[config.mk]
export PLATFORM = sky130hd
export DESIGN_NAME = mem_port_arbiter
export DESIGN_NICKNAME = d
export VERILOG_FILES = /design/src/rtl/arb_types.sv /design/src/rtl/rv32i_types.sv /design/src/rtl/mem_port_arbiter.sv
export SDC_FILE = /design/constraint.sdc
export NUM_CORES = 1
export LEC_CHECK = 0
export BUFFER_PORTS_ARGS = -buffer_cell sky130_fd_sc_hd__buf_2
export CORE_ASPECT_RATIO = 0.8
export CORE_MARGIN = 10
export CORE_UTILIZATION = 36
export DETAILED_ROUTE_END_ITERATION = 8
export PLACE_DENSITY = 0.77
export SLEW_MARGIN = 5
export SYNTH_ARGS = -nofsm -noshare
export SYNTH_HDL_FRONTEND = slang
export SYNTH_SLANG_ARGS = --single-unit
[constraint.sdc]
create_clock -name clk -period 1.37 [get_ports clk]
set_input_delay 0.274 -clock clk [delete_from_list [all_inputs] [get_ports clk]]
set_output_delay 0.274 -clock clk [all_outputs]
set_load 0.005 [all_outputs]
[src/rtl/arb_types.sv]
// Arbiter FSM state and grant encodings shared by the arbiter and its users.
package arb_types;

    typedef enum logic [1:0] {
        IDLE    = 2'd0,
        SERVE_I = 2'd1,
        SERVE_D = 2'd2
    } arb_state_e;

    typedef enum logic {
        GRANT_I = 1'b0,
        GRANT_D = 1'b1
    } grant_e;

endpackage : arb_types

[src/rtl/rv32i_types.sv]
// Shared RV32I word type used by the memory-side interfaces.
package rv32i_types;

    typedef logic [31:0] rv32i_word;

endpackage : rv32i_types

[src/rtl/mem_port_arbiter.sv]
// Two-port (instruction / data) arbiter in front of a single memory port.
// A granted request is captured into local registers, so the memory side
// only ever sees stable values even if the requester changes or drops its
// request mid-transaction. Every transaction returns through IDLE for one
// cycle before the next grant.
module mem_port_arbiter
    import rv32i_types::*;
    import arb_types::*;
#(
    parameter int RR_EN = 1
) (
    input  logic       clk,
    input  logic       rst_n,
    input  logic       i_read,
    input  rv32i_word  i_address,
    output rv32i_word  i_rdata,
    output logic       i_resp,
    input  logic       d_read,
    input  logic       d_write,
    input  logic [3:0] d_byte_enable,
    input  rv32i_word  d_address,
    input  rv32i_word  d_wdata,
    output rv32i_word  d_rdata,
    output logic       d_resp,
    output logic       mem_read,
    output logic       mem_write,
    output logic [3:0] mem_byte_enable,
    output rv32i_word  mem_address,
    output rv32i_word  mem_wdata,
    input  rv32i_word  mem_rdata,
    input  logic       mem_resp
);

    arb_state_e state;
    grant_e     last_grant;
    logic       mem_read_q;
    logic       mem_write_q;
    rv32i_word  cap_address;
    rv32i_word  cap_wdata;
    logic [3:0] cap_byte_enable;
    logic       req_i;
    logic       req_d;
    logic       pick_i;
    logic       pick_d;
    logic       serve_i;
    logic       serve_d;

    assign req_i = i_read;
    assign req_d = d_read | d_write;

    // Grant decision: contention goes to the data side unless round-robin
    // says the instruction side is due (data side was granted last).
    always_comb begin
        pick_i = 1'b0;
        pick_d = 1'b0;
        if (req_i && req_d) begin
            if ((RR_EN == 0) || (last_grant == GRANT_I)) begin
                pick_d = 1'b1;
            end else begin
                pick_i = 1'b1;
            end
        end else begin
            pick_i = req_i;
            pick_d = req_d;
        end
    end

    // Control FSM; the strobes are registered here and double as the
    // captured read/write kind. A simultaneous d_read/d_write is a write.
    always_ff @(posedge clk) begin
        if (!rst_n) begin
            state       <= IDLE;
            last_grant  <= GRANT_I;
            mem_read_q  <= 1'b0;
            mem_write_q <= 1'b0;
        end else begin
            case (state)
                IDLE: begin
                    if (pick_d) begin
                        state       <= SERVE_D;
                        last_grant  <= GRANT_D;
                        mem_write_q <= d_write;
                        mem_read_q  <= ~d_write;
                    end else if (pick_i) begin
                        state       <= SERVE_I;
                        last_grant  <= GRANT_I;
                        mem_write_q <= 1'b0;
                        mem_read_q  <= 1'b1;
                    end
                end
                SERVE_I, SERVE_D: begin
                    if (mem_resp) begin
                        state       <= IDLE;
                        mem_read_q  <= 1'b0;
                        mem_write_q <= 1'b0;
                    end
                end
                default: begin
                    state       <= IDLE;
                    mem_read_q  <= 1'b0;
                    mem_write_q <= 1'b0;
                end
            endcase
        end
    end

    // Capture the granted side's address, data and byte mask at grant time;
    // reads always present a full-word mask.
    always_ff @(posedge clk) begin
        if (!rst_n) begin
            cap_address     <= '0;
            cap_wdata       <= '0;
            cap_byte_enable <= 4'b0000;
        end else if (state == IDLE) begin
            if (pick_d) begin
                cap_address     <= d_address;
                cap_wdata       <= d_wdata;
                cap_byte_enable <= d_write ? d_byte_enable : 4'b1111;
            end else if (pick_i) begin
                cap_address     <= i_address;
                cap_wdata       <= '0;
                cap_byte_enable <= 4'b1111;
            end
        end
    end

    assign serve_i = (state == SERVE_I);
    assign serve_d = (state == SERVE_D);

    assign mem_read        = mem_read_q;
    assign mem_write       = mem_write_q;
    assign mem_byte_enable = (mem_read_q | mem_write_q) ? cap_byte_enable : 4'b0000;
    assign mem_address     = cap_address;
    assign mem_wdata       = cap_wdata;

    // A completion seen while reset is asserted belongs to an aborted
    // transaction and is not reported to the requester.
    assign i_resp  = serve_i & mem_resp & rst_n;
    assign d_resp  = serve_d & mem_resp & rst_n;
    assign i_rdata = serve_i ? mem_rdata : '0;
    assign d_rdata = serve_d ? mem_rdata : '0;

endmodule : mem_port_arbiter

======== Word level (Yosys, flattened, before mapping) ========
Index checks and enable logic that the tools add are counted.
Widths: inputs -> output; s select.
cells by class
  equal/unequal tests ..................... 4
  mux-type cells .......................... 26
  bitwise logic cells ..................... 7
  reductions and logical operators ........ 6
operator list
  kind                count
  $mux 32             6
  $mux 4              4
  $mux 1              10
  $mux 2              3
  $and 1x1->1         4
  $pmux 1 s2          2
  $pmux 2 s2          1
  $reduce_and 2->1    2
  $ne 3x3->1 const B  1
  $eq 2x1->1 const B  1
  $eq 2x2->1 const B  1
  $logic_not 2->1     1
  $ne 2x2->1 const B  1
  $or 1x1->1          2
  $reduce_bool 2->1   1
  $reduce_or 2->1     1
  $logic_and 1x1->1   1
  $not 1->1           1
storage, ports and cells
  register bits after elaboration ......... 73
  input port bits ......................... 138
  logic and storage cells ................. 50

======== Logic depth before layout (Yosys ltp) ========
  depth in word-level cells ............... 6
  depth in mapped cells ................... 7

======== Worst setup path after synthesis ========
No wires, ideal clock.
  kind .................................... reg-to-reg
  start point ............................. register state[0]
  end point ............................... register cap_byte_enable[0]
  data arrival time ....................... 1.264 ns
  required time ........................... 1.251 ns
  slack ................................... -0.012 ns
  cell stages (with the launch flop) ...... 7
  cell sequence ........................... dfxtp_1 inv_1 ha_1 o31a_1 buf_2 buf_4 o221a_2
on the way
  longest elaborated chain between the ends .. 2
ends and longest elaborated chain
  item                        line                     source
  from (decl)                 mem_port_arbiter.sv:34   arb_state_e state;
  from (signal assigned)      mem_port_arbiter.sv:72   state <= IDLE;
  from (signal assigned)      mem_port_arbiter.sv:80   state <= SERVE_D;
  from (signal assigned)      mem_port_arbiter.sv:85   state <= SERVE_I;
  $logic_not 2->1             mem_port_arbiter.sv:114  end else if (state == IDLE) begin
  $reduce_and 2->1 (no line)  --
  to (signal assigned)        mem_port_arbiter.sv:118  cap_byte_enable <= d_write ? d_byte_enable : 4'b1111;
  to (decl)                   mem_port_arbiter.sv:40   logic [3:0] cap_byte_enable;
Every way passes these cells.
A chain may end at the register's enable or synchronous reset.

======== Worst setup path after layout ========
  start point ............................. register state[1]
  end point ............................... output i_rdata[17]
on the way
  longest elaborated chain between the ends .. 2
ends and longest elaborated chain
  item        line                     source
  $eq 2x1->1  mem_port_arbiter.sv:127  assign serve_i = (state == SERVE_I);
  $mux 32     mem_port_arbiter.sv:140  assign i_rdata = serve_i ? mem_rdata : '0;
  to (decl)   mem_port_arbiter.sv:16   output rv32i_word i_rdata,
Every way passes these cells.

==> results.md <==
- Reg area: 1470 µm²
- Via count: 4,291
- DR iter-0 viols: 238
- Fin Setup TNS: -19.67 ns
- Net Count, Synth: between 500 and 600
- Slew headroom: between 70% and 80%
- Nets@finish: 857
- Outcome: finished with violations
- CTS H-tree lvls: 3
- Antenna Nets Post-Route: 0
- Tightest Pin Transition: roughly 0.37 ns
- Min Hold Slack: between 0.15 and 0.2 ns
- Hold path start: i_address[8]
- Reg2reg path depth: 7
- Fraction of layout cells with a size suffix above 1: 51.32%
- Clk root buf: clkbuf_16
- HPWL Detailed: 11,620 µm
- Synth Register Bits: 73
- Max cap viols: 0
- Final setup fails: 116
- Area after DPL: 5052 µm²
- Critical path launch point type: register
- Global route overflow: 0
- Clk pwr share: 34.2%
- Sw Ratio: 29.57%
- Die Width: around 130 µm
- First-pass GRT wire length: about 22,000 µm
- Post-synthesis area per instance: 7.845 µm²
- Largest net degree at the start of global routing: 55
- Most common cell in the netlist: nand2_1
- Internal power: 0.005906 W
- Setup Skew: about 0.0075 ns
- Final instance area: ~5900 µm²
- Power density over the cells: 1410 nW/µm²
- Final Critical Period: 1.676 ns
- RR Startpoint: state[1]$_SDFFE_PN0P_
- IO buf count: 273
- Layout Cells excl Fill: about 840
- Placer Congestion: 0.8741
- Post-synthesis sequential area ratio: 42.24%
- Core area: 9231 µm²
- CTS tree: yes
- Std-Cell Rows: 31
- Switch Pwr: 0.002480 W
- Reg2Reg Setup Slack: -0.11 ns
- Critical Path Start: state[1]$_SDFFE_PN0P_
- End of the critical path: i_rdata[17]
- Routed WL per cell: 19.09 µm
- Synth top area share: 42.24%
- Number of global-route vias before repair: 4,201
- Kind of critical path: reg2out
- Failing checks: negative setup slack
- Vias/cell: 5.133
- CTS buffer count: 9
- Highest Clock Rate: 596.6 MHz
- Largest cells by area after synthesis: dfxtp_1, and2_1, a21oi_1
- Async S/R FF share, synth: 0%
- YS warnings: 0
- Peak VDD IR: slightly above 900 µV
- Hold Path Cell Cnt: 3
- Ys flop type: dfxtp_1
- Top cells by count, synth: nand2_1, dfxtp_1, a21oi_1, and2_1, nand3_1
- Sequential Power Share: a little under a third
- Synth Cell Area: 3460 µm²
- First drt pass iteration count: 4
- Worst EP arrival: 1.40 ns
- Final worst-path cycle share: 122.4%
- Final core utilization: 64.45%
- Layout area overhead: 71.97%
- Worst R2R End: mem_address[16]$_SDFFE_PN0P_
- Hold-fix buffers, CTS: 0
- Die ar.: between 10,000 and 15,000 µm²
- Hold Crit Class: in2reg
- Mapped Cells: 441
- Area leader, netlist: dfxtp_1
- CTS Buffer Depth: 2
- Clock tree sinks: 73
- Comb pwr share: 34.2%
- RSZ-0062 raised after global routing: true
- Post-synth EDFFs: 0
- Final worst slack: -0.3063 ns
- Area occupied by multi-input gates: 1958 µm²
- Filler cells: 769
- CP Max Fanout: 8
- Diodes inserted: 0
- Initial antenna violation count: 0
- Nature of the critical path endpoint: primary output
- Die height: 107.7 µm
- Number of I/O pins: roughly 270
- Gr usage total: 19.61%
- Distinct cells, synth: 26
- Post-Place Cells: roughly 800
- Leak: around 3.0 nW
- Critical path data required time: 1.10 ns
- Final max-slew violation count: 0
- Worst-path clk slew: roughly 0.06 ns
- Initial Util: 37.48%
- Final wirelength: 15,960 µm
- # DRC: 0
- Final Hold Viols: 0
- Worst skew pair latency: 0.33 ns
==> cell usage in the layout, fill, tap and decap left out, drive strengths merged <==
cell	n
a21boi	34
buf	297
clkinv	3
nand2	75
and3	2
clkbuf	14
bufinv	4
a21oi	64
and2	64
dfxtp	73
o31a	1
nand2b	1
o21ai	32
bufbuf	1
inv	2
nor3	1
nor2	1
o2bb2ai	1
o22ai	4
o221a	4
a21bo	1
ha	3
o31ai	1
nand3	33
nor2b	4
a2bb2oi	1
==> worst max-delay path: stages (launching register included) <==
cell,delay (ns)
dfxtp_4,0.36
inv_2,0.08
ha_4,0.20
buf_6,0.15
and2_1,0.15
buf_2,0.14
==> per-layer routing <==
layer,track usage [%],part of all wire (%),vias to the layer above
li1,-,-,2045
met1,20.27,37,2015
met2,34.69,51,209
met3,8.912,10,22
met4,6.250,1.6,0
met5,0,0,-
==> power groups by stage <==
| stage | Combinational [W] | Clock, W | Sequential (W) |
|---|---|---|---|
| floorplan | 0.00115 | 0 | 0.00269 |
| global placement | 0.00225 | 0 | 0.00265 |
| detailed placement | 0.00232 | 0 | 0.00267 |
| CTS | 0.00241 | 0.00292 | 0.00264 |
| global route | 0.00312 | 0.00301 | 0.00269 |
| finish | 0.00287 | 0.00286 | 0.00265 |
==> flip-flops by register name, summed over array words and instances (netlist names) <==
name,flops
mem_read,1
cap_byte_enable,4
last_grant,1
mem_address,32
mem_write,1
mem_wdata,32
state,2
==> worst min path at each step <==
stage	to	slack, ns
global route	mem_address[0]$_SDFFE_PN0P_	0.17
detailed placement	mem_wdata[24]$_SDFFE_PN0P_	0.44
floorplan	mem_address[16]$_SDFFE_PN0P_	0.41
finish	mem_address[8]$_SDFFE_PN0P_	0.18
CTS	mem_address[12]$_SDFFE_PN0P_	0.17
global placement	mem_wdata[24]$_SDFFE_PN0P_	0.43
==> per-stage QoR <==
stage,total power (W),worst slack (ns)
2_1_floorplan,0.003839,0.02903
3_3_place_gp,0.004906,0.01705
3_5_place_dp,0.004994,-0.08333
4_1_cts,0.007961,-0.2860
5_1_grt,0.008821,-0.3575
6_report,0.008387,-0.3063
==> logic make-up after synthesis <==
| kind of cell | count (synthesis) | synth area share, % |
|---|---|---|
| adder cells (fa/ha/maj) | 3 | 1.085 |
| AO/OA/AOI/OAI | 143 | 24.88 |
| AND/OR/NAND/NOR | 181 | 26.00 |
| flip-flops | 73 | 42.24 |
| buffers and inverters | 41 | 5.787 |
==> layout make-up <==
| type | count | share of cell area, % |
|---|---|---|
| Clock buffer | 9 | 3.785 |
| Inverter | 2 | 0.1682 |
| Multi-Input combinational cell | 327 | 32.91 |
| Tap cell | 115 | 2.419 |
| Sequential cell | 73 | 24.71 |
| Clock inverter | 7 | 2.397 |
| Timing Repair Buffer | 303 | 33.61 |
==> what timing repair did <==
action | CTS | global route
cloned | 1 | 7
buffers inserted | 0 | 1
pin swaps | 0 | 23
endpoints found under the setup margin | 118 | 139
gates resized for setup | 7 | 78
No activity file was read; power rests on OpenSTA's default activity.
